[src/rtl/cla_bist_ctrl.sv]
// BIST sequencer for a pipelined carry-lookahead adder: feeds A=LFSR, B=~LFSR and expects all-ones sums.
// Optional first-mismatch capture (first_err_idx/first_err_sum) is enabled with `define CLA_BIST_FIRST_ERR_EN.
module cla_bist_ctrl #(
    parameter int W     = 128,
    parameter int CNT_W = 32,
    parameter int LAT   = 4
) (
    input  logic             clk,
    input  logic             rst,
    input  logic             start,
    input  logic             abort,
    input  logic [CNT_W-1:0] num_vec,
    input  logic [W-1:0]     lfsr_q,
    output logic             lfsr_en,
    output logic [W-1:0]     op_a,
    output logic [W-1:0]     op_b,
    output logic             add_in_valid,
    input  logic [W-1:0]     add_sum,
    input  logic             add_out_valid,
    output logic             busy,
    output logic             done,
    output logic             pass,
    output logic             timeout,
    output logic [CNT_W-1:0] err_cnt
`ifdef CLA_BIST_FIRST_ERR_EN
    ,
    output logic [CNT_W-1:0] first_err_idx,
    output logic [W-1:0]     first_err_sum
`endif
);

    typedef enum logic [1:0] {IDLE, RUN, DRAIN, DONE} state_t;

    localparam int IW = $clog2(LAT + 3);
    localparam logic [IW-1:0] IDLE_LIM = IW'(LAT + 1);
    localparam logic [IW-1:0] IDLE_MAX = IW'(LAT + 2);

    state_t           state, state_nxt;
    logic [CNT_W-1:0] iss_cnt, rcv_cnt, nv_q, err_nxt;
    logic [IW-1:0]    idle_cnt;
    logic             active, accept, issue, rcv_take, mism, err_inc, drained, idle_hit, to_fire;

    assign active   = (state == RUN) || (state == DRAIN);
    assign accept   = (state == IDLE) && start;
    assign issue    = (state == RUN) && !abort;
    assign mism     = (add_sum != '1);
    // results past num_vec and anything arriving on an abort cycle are dropped
    assign rcv_take = active && !abort && add_out_valid && (rcv_cnt != nv_q);
    assign err_inc  = rcv_take && mism && !(&err_cnt);
    assign err_nxt  = err_cnt + CNT_W'(err_inc);
    assign drained  = (rcv_cnt == nv_q) || (rcv_take && (rcv_cnt + CNT_W'(1) == nv_q));
    // idle_cnt holds the quiet cycles already seen; this cycle makes LAT+2
    assign idle_hit = !add_out_valid && (idle_cnt >= IDLE_LIM);

    assign lfsr_en = issue;
    assign busy    = active;
    assign done    = (state == DONE);

    always_comb begin
        state_nxt = state;
        to_fire   = 1'b0;
        case (state)
            IDLE:  if (start) state_nxt = (num_vec == '0) ? DONE : RUN;
            RUN: begin
                if (abort)                                state_nxt = DONE;
                else if (iss_cnt + CNT_W'(1) == nv_q)     state_nxt = DRAIN;
            end
            DRAIN: begin
                if (abort || drained) state_nxt = DONE;
                else if (idle_hit) begin
                    state_nxt = DONE;
                    to_fire   = 1'b1;
                end
            end
            DONE:    state_nxt = IDLE;
            default: state_nxt = IDLE;
        endcase
    end

    always_ff @(posedge clk) begin
        if (rst) begin
            state        <= IDLE;
            add_in_valid <= 1'b0;
            op_a         <= '0;
            op_b         <= '0;
            iss_cnt      <= '0;
            rcv_cnt      <= '0;
            nv_q         <= '0;
            err_cnt      <= '0;
            idle_cnt     <= '0;
            pass         <= 1'b0;
            timeout      <= 1'b0;
        end else begin
            state        <= state_nxt;
            add_in_valid <= issue;
            if (issue) begin
                op_a    <= lfsr_q;
                op_b    <= ~lfsr_q;
                iss_cnt <= iss_cnt + CNT_W'(1);
            end
            if (active)
                idle_cnt <= add_out_valid ? '0 :
                            (idle_cnt == IDLE_MAX) ? idle_cnt : idle_cnt + IW'(1);
            if (rcv_take) begin
                rcv_cnt <= rcv_cnt + CNT_W'(1);
                err_cnt <= err_nxt;
            end
            if (active && state_nxt == DONE) begin
                pass    <= !abort && !to_fire && (err_nxt == '0);
                timeout <= to_fire;
            end
            if (accept) begin
                iss_cnt  <= '0;
                rcv_cnt  <= '0;
                err_cnt  <= '0;
                idle_cnt <= '0;
                nv_q     <= num_vec;
                pass     <= (num_vec == '0);
                timeout  <= 1'b0;
            end
        end
    end

`ifdef CLA_BIST_FIRST_ERR_EN
    logic first_seen;

    always_ff @(posedge clk) begin
        if (rst || accept) begin
            first_seen    <= 1'b0;
            first_err_idx <= '0;
            first_err_sum <= '0;
        end else if (rcv_take && mism && !first_seen) begin
            first_seen    <= 1'b1;
            first_err_idx <= rcv_cnt;
            first_err_sum <= add_sum;
        end
    end
`endif

endmodule

[config.mk]
export PLATFORM = sky130hd
export DESIGN_NAME = cla_bist_ctrl
export DESIGN_NICKNAME = d
export VERILOG_FILES = /design/src/rtl/cla_bist_ctrl.sv
export SDC_FILE = /design/constraint.sdc
export NUM_CORES = 1
export LEC_CHECK = 0
export BUFFER_PORTS_ARGS = -buffer_cell sky130_fd_sc_hd__buf_2
export CORE_AREA = 3 3 226 228
export DETAILED_ROUTE_END_ITERATION = 8
export DIE_AREA = 0 0 229 231
export PLACE_DENSITY_LB_ADDON = 0.12
export RECOVER_POWER = 100
export SLEW_MARGIN = 5
export SYNTH_ARGS = -nofsm -noshare
export SYNTH_HDL_FRONTEND = slang
export SYNTH_SLANG_ARGS = --single-unit
export TNS_END_PERCENT = 5
[constraint.sdc]
create_clock -name clk -period 5.42 [get_ports clk]
set_input_delay 0.271 -clock clk [delete_from_list [all_inputs] [get_ports clk]]
set_output_delay 0.271 -clock clk [all_outputs]
set_load 0.02 [all_outputs]
# == Word level (Yosys, flattened, before mapping) ==
# Index checks and enable logic that the tools add are counted.
# word_totals
register_bits,392
inputBits,293
out_inout_bits,294
# op_classes
n_bitwise,1
n_reduce_logical,26
magnitude_cmp,1
eq_ne,11
mux,14
n_addsub,4
# op_table
op,n
"128-bit inequality test, second input constant",1
128-bit NOT,1
32-bit == test,3
"32-bit by 1-bit adder with 32-bit output, second input constant",2
32-bit logical NOT,2
32-bit by 1-bit adder with 32-bit output,1
32-bit inequality test,1
32-bit AND reduction,1
1-bit logical AND,12
2-bit 2-to-1 mux,6
2-bit one-hot mux with 4 select lines,1
"2-bit == test, second input constant",3
3-bit 2-to-1 mux,2
1-bit 2-to-1 mux,5
1-bit logical NOT,4
"3-bit by 1-bit adder with 3-bit output, second input constant",1
"3-bit == test, second input constant",1
"3-bit greater-or-equal comparator, second input constant",1
1-bit logical OR,3
"2-bit by 1-bit == test with 1-bit output, second input constant",1
2-bit logical NOT,1
"2-bit inequality test, second input constant",1
2-bit AND reduction,1
2-bit nonzero test,1
2-bit OR reduction,1

# == Logic depth before layout (Yosys ltp) ==
# logic_depth
ltp_word,15
mapped_depth,20

# == Worst setup path before layout ==
# Ideal clock, no wire load.
# synth_path
path_type,reg2reg
startpoint,register rcv_cnt[26]
endpoint,register pass
required_time_ps,5329
arrival_time_ps,4199
synth_period_minus_slack_ps,4290
setup_slack_ps,1130
path_buffers,1
stages_incl_launch_ff,16
setup_time_ps,91
path_cell_list,dfxtp_1 -> nor2b_1 -> or4_1 -> nor4_1 -> a31oi_1 -> nand3_2 -> clkbuf_1 -> nor3_1 -> ha_1 -> ha_1 -> or4_1 -> or4b_1 -> nand4b_1 -> nor4_1 -> nand4_1 -> a311oi_1
# synth_rtl
item,line,source
"start, declared",39,"logic [CNT_W-1:0] iss_cnt, rcv_cnt, nv_q, err_nxt;"
"start signal, assigned",105,rcv_cnt <= rcv_cnt + CNT_W'(1);
32-bit inequality test,48,assign rcv_take = active && !abort && add_out_valid && (rcv_cnt != nv_q);
1-bit logical AND,48,
1-bit logical AND (2 in a row),49,assign err_inc = rcv_take && mism && !(&err_cnt);
32-bit by 1-bit adder with 32-bit output,50,assign err_nxt = err_cnt + CNT_W'(err_inc);
named net err_nxt[1],39,
32-bit logical NOT,109,pass <= !abort && !to_fire && (err_nxt == '0);
1-bit logical AND,109,
1-bit 2-to-1 mux,108,if (active && state_nxt == DONE) begin
1-bit 2-to-1 mux,112,if (accept) begin
"end signal, assigned",109,
"end signal, assigned",118,pass <= (num_vec == '0);
"end, declared",22,"output logic pass,"
# The timed path passes the listed nets, and every way through them passes these cells. The select of a mux whose other input is x is not followed.
# A chain may end at the register's enable or synchronous reset.

# == Worst setup path after layout ==
# layout_path
startpoint,register state[1]
endpoint,register op_b[125]
# layout_between
elab_chain_cells,2
# layout_rtl
item,line,source
"start, declared",38,"state_t state, state_nxt;"
"start signal, assigned",94,state <= state_nxt;
2-bit by 1-bit == test with 1-bit output,45,assign issue = (state == RUN) && !abort;
1-bit logical AND,45,
"end signal, assigned",98,op_b <= ~lfsr_q;
"end, declared",16,"output logic [W-1:0] op_b,"
# No other way between the ends.

==> out/results.ini <==
[sta]
fin_crit_ns = 4.58
worst_clock_skew_ns = 0.0299
rsz0062_at_grt = no
setup_viol_count_final = 0
slew_viol_final = 215
finalCritPeriodShare_pct = 84.4
fin_setup_tns_ns = 0
worst_slew_pin_slew_ns = 2.17
relSlewSlack_pct = -44.6
fmax_mhz = 219
hold_viol = 0

[finish]
syn_to_final_growth_pct = 32.8
multi_input_area_mm2 = 0.00893
nNetsFinal = 3184
drive_gt1_share_pct = 14.1
regArea_mm2 = 0.00785
fill_cells = 5064

[clocking]
cts.repair.resized = 0
cts.sinks = 392
ctsLongestPathBuffers = 3
cts_buffers = 44
clk_pin_slew_ns = 0.06
cts_tree = done
cts-root-buf = clkbuf_16
cts_htree_levels = 2
clock_latency_ns = 0.59

[critical_path]
path_cells = inv_1, ha_1, nand2b_1, buf_12, clkbuf_2, nor2_1, a21oi_1, nor2_1
end_kind = register
crit_fanout = 220
cp-startpoint = state[1]
cp.arrival_ns = 5.01
crit_top_cell = nor2_1
worstPathRequired_ns = 5.85
critPathSlowestCell = clkbuf_2
critPathKind = reg -> reg
cp_slowest_stage_delay_ns = 1.22
cp-start-kind = register
r2r_start = state[1]

[yosys]
synth_top_area_share_pct = 44.8
synth_cell_types = 83
synth_area_per_cell_um2 = 7.82
synth_area_leaders = dfxtp_1 45%, nand2_1 8.4%, a21oi_1 8.3%, nor2_1 7.3%, xnor2_1 5.2%
synth_enable_flop_cells = 0
synth_seq_area_share_pct = 44.8
synthesis.area_mm2 = 0.0175
synth_seq_cells = 392
synth_async_sr_flop_share_pct = 0
synth_fp_nets = 2544
synth_flop_cell = dfxtp_1
yosysWarnings = 0
syn-instance-count = 2239
synth.largest_area_cell = dfxtp_1

[floorplanning]
core_area_mm2 = 0.0491
start_util_pct = 35.7
rows = 81
io_pins = 587
die_y_um = 231
die-area_mm2 = 0.0529
die_w_um = 229

[place]
place_congestion = 0.965
place_hpwl_um = 48000
io_buffer_count = 586

[pwr]
power.density_mw_per_mm2 = 378
leakagePower_uw = 0.00858
power_uw = 8780
peakVddDrop_mv = 0.272

[drt]
wl_per_cell_um = 18.3
detail-route-antenna-nets = 0
wirelength_um = 65300
vias_per_cell = 5.04
vias = 18024
drc = 0
dr.first_iter.drc_count = 1064
firstDrtPassIters = 6

[outcome]
violations = max-capacitance violations, max-slew violations
status = finished with violations

[global_routing]
antenna_found_initial = 3
grt_pass1_wl_um = 101000
first_global_vias = 17645
grt_usage_pct = 23.8
grt_max_degree = 221
grt.overflow.total = 0

[hold_path]
hp-start = num_vec[31]
hp-class = in -> reg

[run]
cap_violations = 4

logic make-up after synthesis:
| group | synth area share [%] |
|---|---|
| buf+inv | 4.08 |
| mux | 0.436 |
| simple gates | 27.9 |
| fa+ha+maj | 0.858 |
| flops | 44.8 |
| compound gates | 13.4 |
| xor+xnor | 8.55 |
state kept, by name, indices dropped and copies added (netlist names):
signal        cells
rcv_cnt          32
add_in_valid      1
err_cnt          32
idle_cnt          3
op_b            128
nv_q             32
op_a            128
state             2
pass              1
iss_cnt          32
timeout           1
synth_stat cells, types with 17 or more instances:
cell type and n:
or3_1 24, nand2_1 394, xnor2_1 103, nor3_1 44, inv_1 17, nand3_1 38
dfxtp_1 392, nand4_1 87, o21ai_0 66, nor2_1 340, clkbuf_1 124, buf_2 20
xor2_1 68, a21oi_1 291, nor4_1 38
worst max-delay path, delay by kind of cell, from the launching register on:
kind	cells	cell delay, ns
DFF	1	0.42
adders and majority gates	1	0.25
buffers and inverters	3	1.95
AOI/OAI and AO/OA	1	0.20
and+or+nand+nor	3	1.30
cell usage in the layout, fill, tap and decap left out, types with 12 or more instances in the layout:
cell             n
o21ai_0         66
inv_1           17
dlygate4sd3_1  151
nand4_1         88
dfxtp_1        392
ha_1            12
nor2_1         340
nand2_1        395
and4_1          13
and3_1          13
nand3_1         39
xor2_1          68
buf_2          291
xnor2_1        103
or3_1           24
a31oi_1         15
nor4_1          38
nor3_1          44
clkbuf_16       44
clkbuf_1       304
a21oi_1        291
worst paths after layout:
check / end / depth (start not counted) / slack, ns
hold reg to reg: op_a[97] / 2 / 0.45
setup / recovery: op_b[125] / 8 / 0.84
hold / removal: nv_q[31] / 3 / 0.008
setup reg to reg: op_b[125] / 8 / 0.84
through the flow:
stage	hold slack, ns	utilization [%]	setup WS (ns)	instances	area (µm²)
6_report	0.00801	47.4	0.845	3576	23200
5_1_grt	0.0216	47.4	0.426	3575	23200
4_1_cts	0.000731	48.2	0.928	3574	23600
3_5_place_dp	0.443	42.3	0.972	3346	20800
3_3_place_gp	0.440	42.3	0.986	3346	20800
2_1_floorplan	0.404	-	1.13	2239	17500
layer usage:
layer	wire [µm]	part of all wire [%]	GRT usage, %
met3	5380	8.2	6.95
met4	2710	4.1	10.1
met2	31500	48	40.7
met5	0	0	0
met1	25700	39	27.8
layout make-up:
class / count / share of cell area [%]
diodes: 2 / 0.0215
clock buffers: 63 / 5.47
clock inverters: 14 / 0.431
inverters: 18 / 0.301
multi-input cells: 1675 / 38.4
flip-flops and latches: 392 / 33.8
well taps: 664 / 3.57
repair buffers: 748 / 18.0
where the power goes:
group          switching (µW)  total (µW)  internal, µW
Sequential                228        3450          3230
Clock                    1240        2880          1640
Combinational            1690        2450           757
Total                    3160        8780          5620
timing repair:
item,in CTS,in global routing
hold buffers,151,0
setup buffers,0,0
endpoints found under the hold margin,266,0
No activity file was read; power rests on OpenSTA's default activity.
